## config.mk

```make
export PLATFORM = sky130hd
export DESIGN_NAME = muldiv_unit
export DESIGN_NICKNAME = d
export VERILOG_FILES = /design/src/rtl/muldiv_unit.sv
export SDC_FILE = /design/constraint.sdc
export NUM_CORES = 1
export LEC_CHECK = 0
export ABC_CLOCK_PERIOD_IN_PS = 15570
export CAP_MARGIN = 20
export CORE_MARGIN = 4
export CORE_UTILIZATION = 57
export DETAILED_ROUTE_END_ITERATION = 16
export PLACE_DENSITY = 0.77
export SYNTH_ARGS = -nofsm -noshare
export SYNTH_HDL_FRONTEND = slang
export SYNTH_SLANG_ARGS = --single-unit
```

## constraint.sdc

```tcl
create_clock -name clk -period 15.57 [get_ports clk]
set_input_delay 1.557 -clock clk [delete_from_list [all_inputs] [get_ports clk]]
set_output_delay 1.557 -clock clk [all_outputs]
set_load 0.01 [all_outputs]
```

## src/rtl/muldiv_unit.sv

```systemverilog
// Multi-cycle RV32M multiply/divide unit: shift-add multiply, restoring divide, early-out on div special cases.
// Optional MULDIV_FAST_MUL_EN: multiply codes use a single-cycle product and skip the MUL state.
module muldiv_unit #(
  parameter int DATA_WIDTH    = 32,
  parameter int MD_CTRL_WIDTH = 3
) (
  input  logic                     clk,
  input  logic                     rst,
  input  logic                     Start,
  input  logic [MD_CTRL_WIDTH-1:0] MDControl,
  input  logic [DATA_WIDTH-1:0]    SrcA,
  input  logic [DATA_WIDTH-1:0]    SrcB,
  output logic                     Busy,
  output logic                     Done,
  output logic [DATA_WIDTH-1:0]    MDResult
);
  localparam int W  = DATA_WIDTH;
  localparam int CW = $clog2(DATA_WIDTH);

  localparam logic [MD_CTRL_WIDTH-1:0] OP_MUL    = MD_CTRL_WIDTH'(0);
  localparam logic [MD_CTRL_WIDTH-1:0] OP_MULH   = MD_CTRL_WIDTH'(1);
  localparam logic [MD_CTRL_WIDTH-1:0] OP_MULHSU = MD_CTRL_WIDTH'(2);
  localparam logic [MD_CTRL_WIDTH-1:0] OP_MULHU  = MD_CTRL_WIDTH'(3);
  localparam logic [MD_CTRL_WIDTH-1:0] OP_DIV    = MD_CTRL_WIDTH'(4);
  localparam logic [MD_CTRL_WIDTH-1:0] OP_DIVU   = MD_CTRL_WIDTH'(5);
  localparam logic [MD_CTRL_WIDTH-1:0] OP_REM    = MD_CTRL_WIDTH'(6);
  localparam logic [MD_CTRL_WIDTH-1:0] OP_REMU   = MD_CTRL_WIDTH'(7);
  localparam logic [W-1:0]             MIN_NEG   = {1'b1, {(W-1){1'b0}}};

  typedef enum logic [1:0] {IDLE, MUL, DIV, DONE} state_t;
  state_t state, next_state;

  logic [MD_CTRL_WIDTH-1:0] ctrl_q;
  logic [CW-1:0]            cnt;
  logic [2*W-1:0]           acc;
  logic [W:0]               rem;
  logic [W-1:0]             quo, mcand, a_orig;
  logic                     neg_p, neg_q, neg_r, div_zero, div_ovf;

  logic            sign_a, sign_b, neg_a, neg_b, is_div, zero_in, ovf_in, early_out;
  logic [W-1:0]    mag_a, mag_b;
  logic [W:0]      mul_sum, div_shift, div_trial;
  logic [2*W-1:0]  prod_fix;
  logic [W-1:0]    rem_fix, result_sel;

  // Operand decode at issue time
  always_comb begin
    sign_a    = (MDControl == OP_MUL) || (MDControl == OP_MULH) || (MDControl == OP_MULHSU) ||
                (MDControl == OP_DIV) || (MDControl == OP_REM);
    sign_b    = (MDControl == OP_MUL) || (MDControl == OP_MULH) ||
                (MDControl == OP_DIV) || (MDControl == OP_REM);
    neg_a     = sign_a & SrcA[W-1];
    neg_b     = sign_b & SrcB[W-1];
    mag_a     = neg_a ? (~SrcA + 1'b1) : SrcA;
    mag_b     = neg_b ? (~SrcB + 1'b1) : SrcB;
    is_div    = MDControl[MD_CTRL_WIDTH-1];
    zero_in   = (SrcB == '0);
    ovf_in    = sign_b && (SrcA == MIN_NEG) && (SrcB == '1);
    early_out = is_div && (zero_in || ovf_in);
  end

  always_comb begin
    next_state = state;
    case (state)
      IDLE: if (Start) begin
        if (is_div) next_state = early_out ? DONE : DIV;
`ifdef MULDIV_FAST_MUL_EN
        else        next_state = DONE;
`else
        else        next_state = MUL;
`endif
      end
      MUL:     if (cnt == '0) next_state = DONE;
      DIV:     if (cnt == '0) next_state = DONE;
      DONE:    next_state = IDLE;
      default: next_state = IDLE;
    endcase
  end

  // One iteration step of each datapath
  always_comb begin
    mul_sum   = {1'b0, acc[2*W-1:W]} + (acc[0] ? {1'b0, mcand} : {(W+1){1'b0}});
    div_shift = {rem[W-1:0], quo[W-1]};
    div_trial = div_shift - {1'b0, mcand};
  end

  always_comb begin
    prod_fix   = neg_p ? (~acc + 1'b1) : acc;
    rem_fix    = W'(neg_r ? (~rem + 1'b1) : rem);
    result_sel = '0;
    case (ctrl_q)
      OP_MUL:                        result_sel = prod_fix[W-1:0];
      OP_MULH, OP_MULHSU, OP_MULHU:  result_sel = prod_fix[2*W-1:W];
      OP_DIV, OP_DIVU:
        if (div_zero)     result_sel = '1;
        else if (div_ovf) result_sel = MIN_NEG;
        else              result_sel = neg_q ? (~quo + 1'b1) : quo;
      OP_REM, OP_REMU:
        if (div_zero)     result_sel = a_orig;
        else if (div_ovf) result_sel = '0;
        else              result_sel = rem_fix;
      default:            result_sel = '0;
    endcase
  end

  always_ff @(posedge clk or posedge rst) begin
    if (rst) begin
      state    <= IDLE;
      ctrl_q   <= '0;
      cnt      <= '0;
      acc      <= '0;
      rem      <= '0;
      quo      <= '0;
      mcand    <= '0;
      a_orig   <= '0;
      neg_p    <= 1'b0;
      neg_q    <= 1'b0;
      neg_r    <= 1'b0;
      div_zero <= 1'b0;
      div_ovf  <= 1'b0;
      Done     <= 1'b0;
      MDResult <= '0;
    end else begin
      state <= next_state;
      Done  <= 1'b0;
      case (state)
        IDLE: if (Start) begin
          ctrl_q   <= MDControl;
          a_orig   <= SrcA;
          neg_p    <= neg_a ^ neg_b;
          neg_q    <= neg_a ^ neg_b;
          neg_r    <= neg_a;
          div_zero <= is_div && zero_in;
          div_ovf  <= is_div && ovf_in;
          cnt      <= CW'(W-1);
          mcand    <= is_div ? mag_b : mag_a;
          quo      <= mag_a;
          rem      <= '0;
`ifdef MULDIV_FAST_MUL_EN
          acc      <= {{W{1'b0}}, mag_a} * {{W{1'b0}}, mag_b};
`else
          acc      <= {{W{1'b0}}, mag_b};
`endif
        end
        MUL: begin
          acc <= {mul_sum, acc[W-1:1]};
          if (cnt != '0) cnt <= cnt - 1'b1;
        end
        DIV: begin
          if (div_trial[W]) begin
            rem <= div_shift;
            quo <= {quo[W-2:0], 1'b0};
          end else begin
            rem <= div_trial;
            quo <= {quo[W-2:0], 1'b1};
          end
          if (cnt != '0) cnt <= cnt - 1'b1;
        end
        DONE: begin
          MDResult <= result_sel;
          Done     <= 1'b1;
        end
        default: ;
      endcase
    end
  end

  assign Busy = (state != IDLE);

endmodule
```

# == Word-level counts from Yosys, hierarchy flattened ==
# Index checks and enable logic that the tools add are counted.
# word_totals
regBits,239
inputBits,70
output_inout_bits,34
word_cells,109
# op_classes
n_addsub,8
n_eq_ne,19
muxes,29
bitwise,8
reduce_logical,31
# ops
op,count
two-way mux 32 bit,13
"adder 32 x 1 -> 32 bit, second input constant",4
two-way mux 64 bit,2
NOT 32 bit,4
one-hot mux 32 bit (2 select lines),2
one-hot mux 32 bit (4 select lines),1
one-hot mux 64 bit (2 select lines),1
"adder 64 x 1 -> 64 bit, second input constant",1
"== test 32 bit, second input constant",2
NOT 64 bit,1
adder 32 x 32 -> 33 bit,1
subtractor 33 x 32 -> 33 bit,1
zero test 32 bit,1
"== test 3 bit, second input constant",6
two-way mux 5 bit,2
one-hot mux 5 bit (2 select lines),1
"== test 3 x 2 -> 1 bit, second input constant",3
AND reduction 2 bit,4
nonzero test 2 bit,4
logical OR 1 bit,7
"== test 3 x 1 -> 1 bit, second input constant",2
zero test 3 bit,2
two-way mux 2 bit,3
one-hot mux 2 bit (3 select lines),1
15 further kinds,26

# == Logic depth before layout (Yosys ltp) ==
# Gate-level depths: netlist of run 1.
# logic_depth
ltp_word,12
ltp_mapped,15
ltp_nobuf,13

# == Least setup slack after synthesis of run 1 ==
# Ideal clock, no wire load.
# synth_path
kind,input-to-reg
from,input port SrcB[18]
to,register acc[30]
setup_time_ns,0.121
arrival_ns,3.822
required_ns,15.449
path_slack_ns,11.627
cell_stages,9
path_buffers,0
path_cell_list,or4_1 nor3_1 nand2b_1 or3_1 or4_1 o21ai_0 xor2_1 nand2_1 a22o_1
# synth_between
elab_chain_cells,5
# synth_lines
element,line,text
"start, declared",12,"input logic [DATA_WIDTH-1:0] SrcB,"
NOT 32 bit,55,mag_b = neg_b ? (~SrcB + 1'b1) : SrcB;
adder 32 x 1 -> 32 bit,55,
two-way mux 32 bit,55,
two-way mux 64 bit,127,IDLE: if (Start) begin
one-hot mux 64 bit (2 select lines),126,case (state)
"end signal, assigned",142,"acc <= {{W{1'b0}}, mag_b};"
"end signal, assigned",146,"acc <= {mul_sum, acc[W-1:1]};"
"end, declared",35,logic [2*W-1:0] acc;
# No other way between the ends. The select of a mux whose other input is x is not followed.
# A chain may end at the register's enable or synchronous reset.

# == Worst setup path in the final report of run 1 ==
# layout_path
from,input port SrcA[10]
to,register quo[28]
# layout_between
elab_chain_cells,5
# layout_lines
element,line,text
"start, declared",11,"input logic [DATA_WIDTH-1:0] SrcA,"
NOT 32 bit,54,mag_a = neg_a ? (~SrcA + 1'b1) : SrcA;
adder 32 x 1 -> 32 bit,54,
two-way mux 32 bit,54,
two-way mux 32 bit,127,
one-hot mux 32 bit (2 select lines),126,
"end signal, assigned",137,quo <= mag_a;
"end signal, assigned",152,"quo <= {quo[W-2:0], 1'b0};"
"end signal, assigned",155,"quo <= {quo[W-2:0], 1'b1};"
"end, declared",37,"logic [W-1:0] quo, mcand, a_orig;"
# No other way between the ends. The select of a mux whose other input is x is not followed.

==> results of run 1 <==
-- per-layer routing --
metal / share of wire, % / global-route usage [%]
met1: 41 / 49.4
met5: 0.055 / 0
met3: 10 / 6.58
met4: 7.4 / 21.2
met2: 42 / 52.2
-- worst min-delay path by stage --
stage | cells after the start | from | slack [ps] | endpoint
after CTS | 2 | mcand[3] | 480 | mcand[3]
after detailed placement | 2 | mcand[3] | 470 | mcand[3]
after floorplan | 2 | mcand[19] | 440 | mcand[19]
final | 2 | mcand[3] | 470 | mcand[3]
after global placement | 2 | mcand[6] | 460 | mcand[6]
after global routing | 2 | mcand[13] | 530 | mcand[13]
-- state kept, by name (all words and copies together), names as in the netlist --
signal	flops
quo	32
div_zero	1
a_orig	32
neg_r	1
ctrl_q	3
mcand	32
cnt	5
rem	32
Done	1
state	2
MDResult	32
neg_q	1
div_ovf	1
acc	64
-- cells by family after synthesis --
family,after synthesis,share of synthesized area [%]
fa+ha+maj,78,5.30
mux,96,5.40
simple gates,708,18.0
buf+inv,205,4.14
compound gates,710,24.5
flops,239,32.0
xor+xnor,226,10.6
-- placed cells by master (no fill, tap or decap), types with 22 or more instances in the layout --
cell type / n
xor2_1: 104
xnor2_1: 122
o21ai_0: 232
o41ai_1: 28
nand3_1: 27
a21oi_1: 134
mux2i_1: 58
a21o_1: 61
a211oi_1: 35
nand2_1: 265
o31ai_1: 46
or3_1: 36
mux2_2: 38
clkdlybuf4s50_1: 102
inv_1: 75
or4_1: 26
ha_1: 75
nor2_1: 189
nand2b_1: 22
clkbuf_16: 29
nor3_1: 37
dfrtp_1: 238
-- critical path, stage by stage --
cell,delay [ps]
clkdlybuf4s50_1,510
or4_1,620
nor4_1,280
nand3b_1,300
or4_1,650
o41ai_1,340
xnor2_1,190
mux2i_1,90
o21ai_0,200
-- layout make-up --
cell class                 count  area, sq um
timing repair buffer         123         1180
clock inverter                16          184
inverter                      77          297
clock buffer                  37          836
tap                          442          553
fill                        2719        11500
multi-input combinational   1818        12000
sequential                   239         5980
-- power breakdown --
part	leakage [nW]	switching, mW	internal [mW]
registers	2.99	0.450	0.901
logic	5.88	1.64	1.07
clock network	0.512	0.296	0.430
total	9.38	2.39	2.40
-- per-stage QoR --
step / hold WS, ps / util, % / total power, mW / std cells
CTS: 484 / 64.7 / 4.71 / 2751
floorplan: 439 / - / 3.07 / 2262
global route: 525 / 64.7 / 5.07 / 2752
finish: 475 / 64.7 / 4.79 / 2752
global placement: 461 / 61.5 / 3.90 / 2698
detailed placement: 471 / 61.5 / 3.97 / 2698
-- cell usage after synthesis, types with 36 or more instances --
cell type / count / share of area (%)
a21o_1: 61 / 2.5
mux2i_1: 58 / 3.1
o31ai_1: 46 / 1.8
or3_1: 36 / 1.2
inv_1: 76 / 1.5
xor2_1: 104 / 4.9
nor2_1: 189 / 3.8
nand2_1: 266 / 5.3
xnor2_1: 122 / 5.7
a21oi_1: 134 / 3.6
o21ai_0: 233 / 6.2
mux2_2: 38 / 2.3
dfrtp_1: 239 / 32
ha_1: 76 / 5.1
clkbuf_1: 103 / 2.1
nor3_1: 38 / 1.0
==> impl_metrics.sql, run 1 <==
INSERT INTO impl_metrics (metric_group, metric, value, unit) VALUES
('final_layout', 'area.growth.synth_to_final', '12.4', '%'),
('route', 'detail_route.wl_per_cell', '23.7', 'microns'),
('synthesis', 'synthesis_warnings', '0', ''),
('synthesis', 'syn_avg_cell_area', '8.26', 'sq um'),
('critical_path', 'worstSetupStartpointType', 'primary input', ''),
('final_layout', 'design.final.nets', '2436', ''),
('die', 'placement_rows', '66', ''),
('place', 'finalWeightedCongestion', '1.07', ''),
('route', 'aggregate_routed_wire_length', '65200', 'microns'),
('sta', 'hold_viol', '0', ''),
('job', 'maxCapViolations', '0', ''),
('clock_tree', 'clock_sinks', '239', ''),
('synthesis', 'synthesis.area', '18700', 'sq um'),
('power_and_ir_drop', 'cellLeakagePower', '9.38', 'nW'),
('critical_path', 'timing.critical_path.required', '16070', 'ps'),
('final_layout', 'fin_area', '21000', 'sq um'),
('synthesis', 'ys_seq_area_share', '32.0', '%'),
('final_layout', 'n_antenna_cell', '0', ''),
('power_and_ir_drop', 'vdd_drop_max', '0.122', 'mV'),
('clock_tree', 'cts-buffers-inserted', '29', ''),
('route', 'detailedRoute.firstIterationViolations', '2255', ''),
('route', 'ant_nets', '0', ''),
('grt', 'grt_max_degree', '107', ''),
('sta', 'worst_slew_pin_slew', '997', 'ps'),
('sta', 'period_minus_slack', '4240', 'ps'),
('critical_path', 'setup.worst_path.end', 'quo[28]', ''),
('die', 'floorplan.die_area', '35700', 'sq um'),
('die', 'die_w', '189', 'microns'),
('final_layout', 'post_route_cells_drive_above_1_share', '6.67', '%'),
('route', 'viasPerCell', '6.57', ''),
('critical_path', 'cp.arrival', '4740', 'ps'),
('grt', 'gr-usage-all-layers', '35.7', '%'),
('sta', 'report.final.setup_viol', '0', ''),
('place', 'pre_cts_ws', '10790', 'ps'),
('synthesis', 'postSynthNetCount', '2410', ''),
('synthesis', 'total_of_flip_flops_plus_latches_after_synthesis', '239', ''),
('critical_path', 'crit-reg2reg-launch', 'acc[0]', ''),
('clock_tree', 'clk_pin_slew', '60', 'ps'),
('synthesis', 'async_flop_share', '100', '%'),
('sta', 'maxSlewViolCount', '0', ''),
('die', 'floorplan.initialDensity', '57.6', '%'),
('critical_path', 'endpoint_kind', 'flop', ''),
('clock_tree', 'max-clock-path-buffers', '3', ''),
('critical_path', 'worst_setup_path_startpoint', 'SrcA[10]', ''),
('sta', 'slew_headroom', '33.5', '%'),
('clock_tree', 'postCtsSetupBuffers', '0', ''),
('grt', 'grt_first_pass_wirelength', '99900', 'microns'),
('clock_tree', 'post_cts_resize_count', '0', ''),
('route', 'vias', '18100', ''),
('synthesis', 'syn_inst', '2262', ''),
('sta', 'max_clock_freq', '236', 'MHz'),
('sta', 'timing.setup.tns', '0', 'ps'),
('critical_path', 'reg2reg_slack', '11530', 'ps'),
('route', 'drc_markers', '0', ''),
('critical_path', 'worst_r2r_path_depth', '11', ''),
('grt', 'first_global_vias', '16900', ''),
('place', 'io_buffers', '103', ''),
('synthesis', 'synth_edf_count', '0', ''),
('clock_tree', 'root_buffer', 'clkbuf_16', ''),
('synthesis', 'dominantRegCellSynth', 'dfrtp_1', ''),
('sta', 'grt_setup_unrepaired', 'false', ''),
('critical_path', 'critical_path.reg2reg.endpoint', 'MDResult[20]', ''),
('grt', 'globalRoute.totalOverflow', '0', ''),
('sta', 'timing.final.ws_setup', '11330', 'ps'),
('clock_tree', 'cts_tree', 'built', ''),
('power_and_ir_drop', 'power_density', '228', 'nW/um^2'),
('critical_path', 'worstPathMaxFanout', '7', ''),
('hold_path', 'hold_path.class', 'reg2reg', ''),
('die', 'top_ports', '104', ''),
('synthesis', 'synth.lib_cells_used.distinct', '76', ''),
('sta', 'fin_skew', '11.7', 'ps'),
('place', 'hpwl', '49800', 'microns'),
('sta', 'crit_share_post_route', '27.2', '%'),
('grt', 'antenna_found_initial', '1', ''),
('die', 'height_of_the_chip', '189', 'microns'),
('route', 'drtPass1Iterations', '6', ''),
('critical_path', 'critPathKind', 'in2reg', ''),
('place', 'placed_area', '20000', 'sq um'),
('die', 'fp.coreArea', '32500', 'sq um'),
('clock_tree', 'number_of_h_tree_levels', '1', ''),
('clock_tree', 'postCtsHoldBufs', '0', ''),
('clock_tree', 'clk_latency', '590', 'ps'),
('run_status', 'status', 'completed', '');
No activity file was read; power rests on OpenSTA's default activity.
==> run 2: changes to the inputs <==
--- a/config.mk
+++ b/config.mk
@@ -5,7 +5,7 @@
 export SDC_FILE = /design/constraint.sdc
 export NUM_CORES = 1
 export LEC_CHECK = 0
-export ABC_CLOCK_PERIOD_IN_PS = 15570
+export ABC_CLOCK_PERIOD_IN_PS = 4250
 export CAP_MARGIN = 20
 export CORE_MARGIN = 4
 export CORE_UTILIZATION = 57
==> constraint.sdc (replaced) <==
create_clock -name clk -period 4.25 [get_ports clk]
set_input_delay 0.425 -clock clk [delete_from_list [all_inputs] [get_ports clk]]
set_output_delay 0.425 -clock clk [all_outputs]
set_load 0.01 [all_outputs]
==> impl_metrics.sql, run 2 (synthesis gave the netlist of run 1 again) <==
INSERT INTO impl_metrics (metric_group, metric, value, unit) VALUES
('grt', 'gr-usage-all-layers', '36.4', '%'),
('clock_tree', 'clk_latency', '580', 'ps'),
('clock_tree', 'postCtsSetupBuffers', '0', ''),
('clock_tree', 'number_of_h_tree_levels', '1', ''),
('route', 'aggregate_routed_wire_length', '66700', 'microns'),
('die', 'height_of_the_chip', '189', 'microns'),
('clock_tree', 'clk_pin_slew', '70', 'ps'),
('final_layout', 'most-common-layout-cells', 'nand2_1, dfrtp_1, o21ai_0', ''),
('sta', 'max_clock_freq', '263', 'MHz'),
('die', 'fp.coreArea', '32500', 'sq um'),
('sta', 'worst_slew_pin_slew', '1010', 'ps'),
('grt', 'globalRoute.totalOverflow', '0', ''),
('route', 'vias', '18400', ''),
('sta', 'report.final.setup_viol', '0', ''),
('critical_path', 'timing.critical_path.required', '4680', 'ps'),
('grt', 'first_global_vias', '17400', ''),
('place', 'hpwl', '51500', 'microns'),
('final_layout', 'layout.cells.non_filler', '2770', ''),
('clock_tree', 'postCtsHoldBufs', '0', ''),
('route', 'drtPass1Iterations', '7', ''),
('critical_path', 'setup.worst_path.end', 'acc[57]', ''),
('final_layout', 'post_route_cells_drive_above_1_share', '7.18', '%'),
('die', 'die_w', '189', 'microns'),
('critical_path', 'worstSetupStartpointType', 'flop', ''),
('power_and_ir_drop', 'cellLeakagePower', '9.44', 'nW'),
('route', 'detailedRoute.firstIterationViolations', '2235', ''),
('die', 'floorplan.die_area', '35700', 'sq um'),
('critical_path', 'worst_r2r_path_depth', '13', ''),
('clock_tree', 'max-clock-path-buffers', '3', ''),
('sta', 'period_minus_slack', '3800', 'ps'),
('die', 'floorplan.initialDensity', '57.6', '%'),
('sta', 'crit_share_post_route', '89.4', '%'),
('sta', 'grt_setup_unrepaired', 'false', ''),
('final_layout', 'largest_register_ff_count', '64', ''),
('critical_path', 'cp.arrival', '4230', 'ps'),
('power_and_ir_drop', 'vdd_drop_max', '0.435', 'mV'),
('final_layout', 'area.growth.synth_to_final', '13.0', '%'),
('critical_path', 'critical_path.reg2reg.endpoint', 'acc[57]', ''),
('grt', 'antenna_found_initial', '2', ''),
('grt', 'grt_max_degree', '70', ''),
('sta', 'maxSlewViolCount', '0', ''),
('place', 'finalWeightedCongestion', '1.06', ''),
('critical_path', 'critPathKind', 'reg2reg', ''),
('route', 'ant_nets', '0', ''),
('die', 'placement_rows', '66', ''),
('sta', 'hold_viol', '0', ''),
('final_layout', 'largest-register', 'acc', ''),
('critical_path', 'reg2reg_slack', '450', 'ps'),
('sta', 'slew_headroom', '32.1', '%'),
('clock_tree', 'cts_tree', 'built', ''),
('final_layout', 'most_common_cell_after_layout_fill_and_taps_aside', 'nand2_1', ''),
('critical_path', 'crit-reg2reg-launch', 'acc[0]', ''),
('sta', 'fin_skew', '19.9', 'ps'),
('route', 'viasPerCell', '6.65', ''),
('run_status', 'status', 'completed', ''),
('job', 'maxCapViolations', '0', ''),
('critical_path', 'worst_setup_path_startpoint', 'acc[0]', ''),
('place', 'io_buffers', '103', ''),
('hold_path', 'hold_path.class', 'in2async', ''),
('sta', 'timing.setup.tns', '0', 'ps'),
('power_and_ir_drop', 'power_density', '834', 'nW/um^2'),
('critical_path', 'worstPathMaxFanout', '11', ''),
('place', 'dp.cells', '2717', ''),
('clock_tree', 'root_buffer', 'clkbuf_16', ''),
('route', 'drc_markers', '0', ''),
('clock_tree', 'clock_sinks', '239', ''),
('critical_path', 'endpoint_kind', 'flop', ''),
('final_layout', 'design.final.nets', '2453', ''),
('final_layout', 'layout.filler_cells', '2766', ''),
('die', 'top_ports', '104', ''),
('clock_tree', 'post_cts_resize_count', '0', ''),
('route', 'detail_route.wl_per_cell', '24.1', 'microns'),
('clock_tree', 'cts-buffers-inserted', '28', ''),
('grt', 'grt_first_pass_wirelength', '102000', 'microns');
==> run 2: cell count changes in the layout (fill, tap and decap cells not counted), moves of 2 or more <==
cell / change
buf_4: +15
buf_12: +4
clkbuf_1: +4
bufinv_16: -2
clkinv_2: -2
clkinvlp_4: +2
==> run 2: report_power, final <==
part           leakage [nW]  switching [mW]  total (mW)  internal [mW]
Sequential             2.99            1.63        4.93           3.30
Clock                 0.468            1.06        2.49           1.44
Combinational          5.98            6.16        10.2           4.03
==> run 2: worst min-delay path by stage <==
stage / startpoint / to / slack [ps]
3_5_place_dp: mcand[6] / mcand[6] / 470
6_report: rst / rem[19] / 350
3_3_place_gp: mcand[7] / mcand[7] / 460
5_1_grt: rst / rem[20] / 390
4_1_cts: rst / quo[31] / 340
2_1_floorplan: mcand[19] / mcand[19] / 440
==> run 2: through the flow <==
stage / setup WS, ps / power (mW) / instance area [sq um] / hold WS (ps) / util (%)
after CTS: 563 / 17.3 / 21100 / 345 / 65.0
after detailed placement: 597 / 14.7 / 20200 / 472 / 62.1
after global routing: 334 / 18.6 / 21100 / 390 / 65.0
after global placement: 691 / 14.4 / 20200 / 463 / 62.1
after floorplan: 691 / 11.2 / 18700 / 439 / -
final: 450 / 17.6 / 21100 / 347 / 65.1
==> run 2: critical path, stage by stage, from the launching register on <==
cell	delay, ps
dfrtp_1	490
inv_1	400
buf_4	240
nor2_1	60
ha_1	350
a21o_1	200
a21o_1	200
a211oi_1	240
o21ai_0	200
a221o_1	400
a21o_1	210
a311oi_1	380
xor2_1	180
o21ai_0	100
==> run 2: cell type report <==
| cell class | count | area, sq um | area share (%) |
|---|---|---|---|
| clock buffers | 41 | 840 | 3.98 |
| repair buffers | 141 | 1360 | 6.45 |
| inverters | 77 | 293 | 1.39 |
| diodes | 1 | 2.50 | 0.0119 |
| flip-flops and latches | 239 | 5980 | 28.3 |
| clock inverters | 11 | 114 | 0.539 |
| multi-input cells | 1818 | 12000 | 56.7 |
| well taps | 442 | 553 | 2.62 |
==> run 2: metal layers <==
layer | global-route usage (%) | vias to the layer above | share of wire, %
met5 | 0 | - | 0.019
met4 | 24.0 | 2 | 8.3
met3 | 7.47 | 234 | 11
met2 | 52.7 | 1092 | 41
met1 | 49.5 | 8783 | 40
li1 | - | 8314 | -
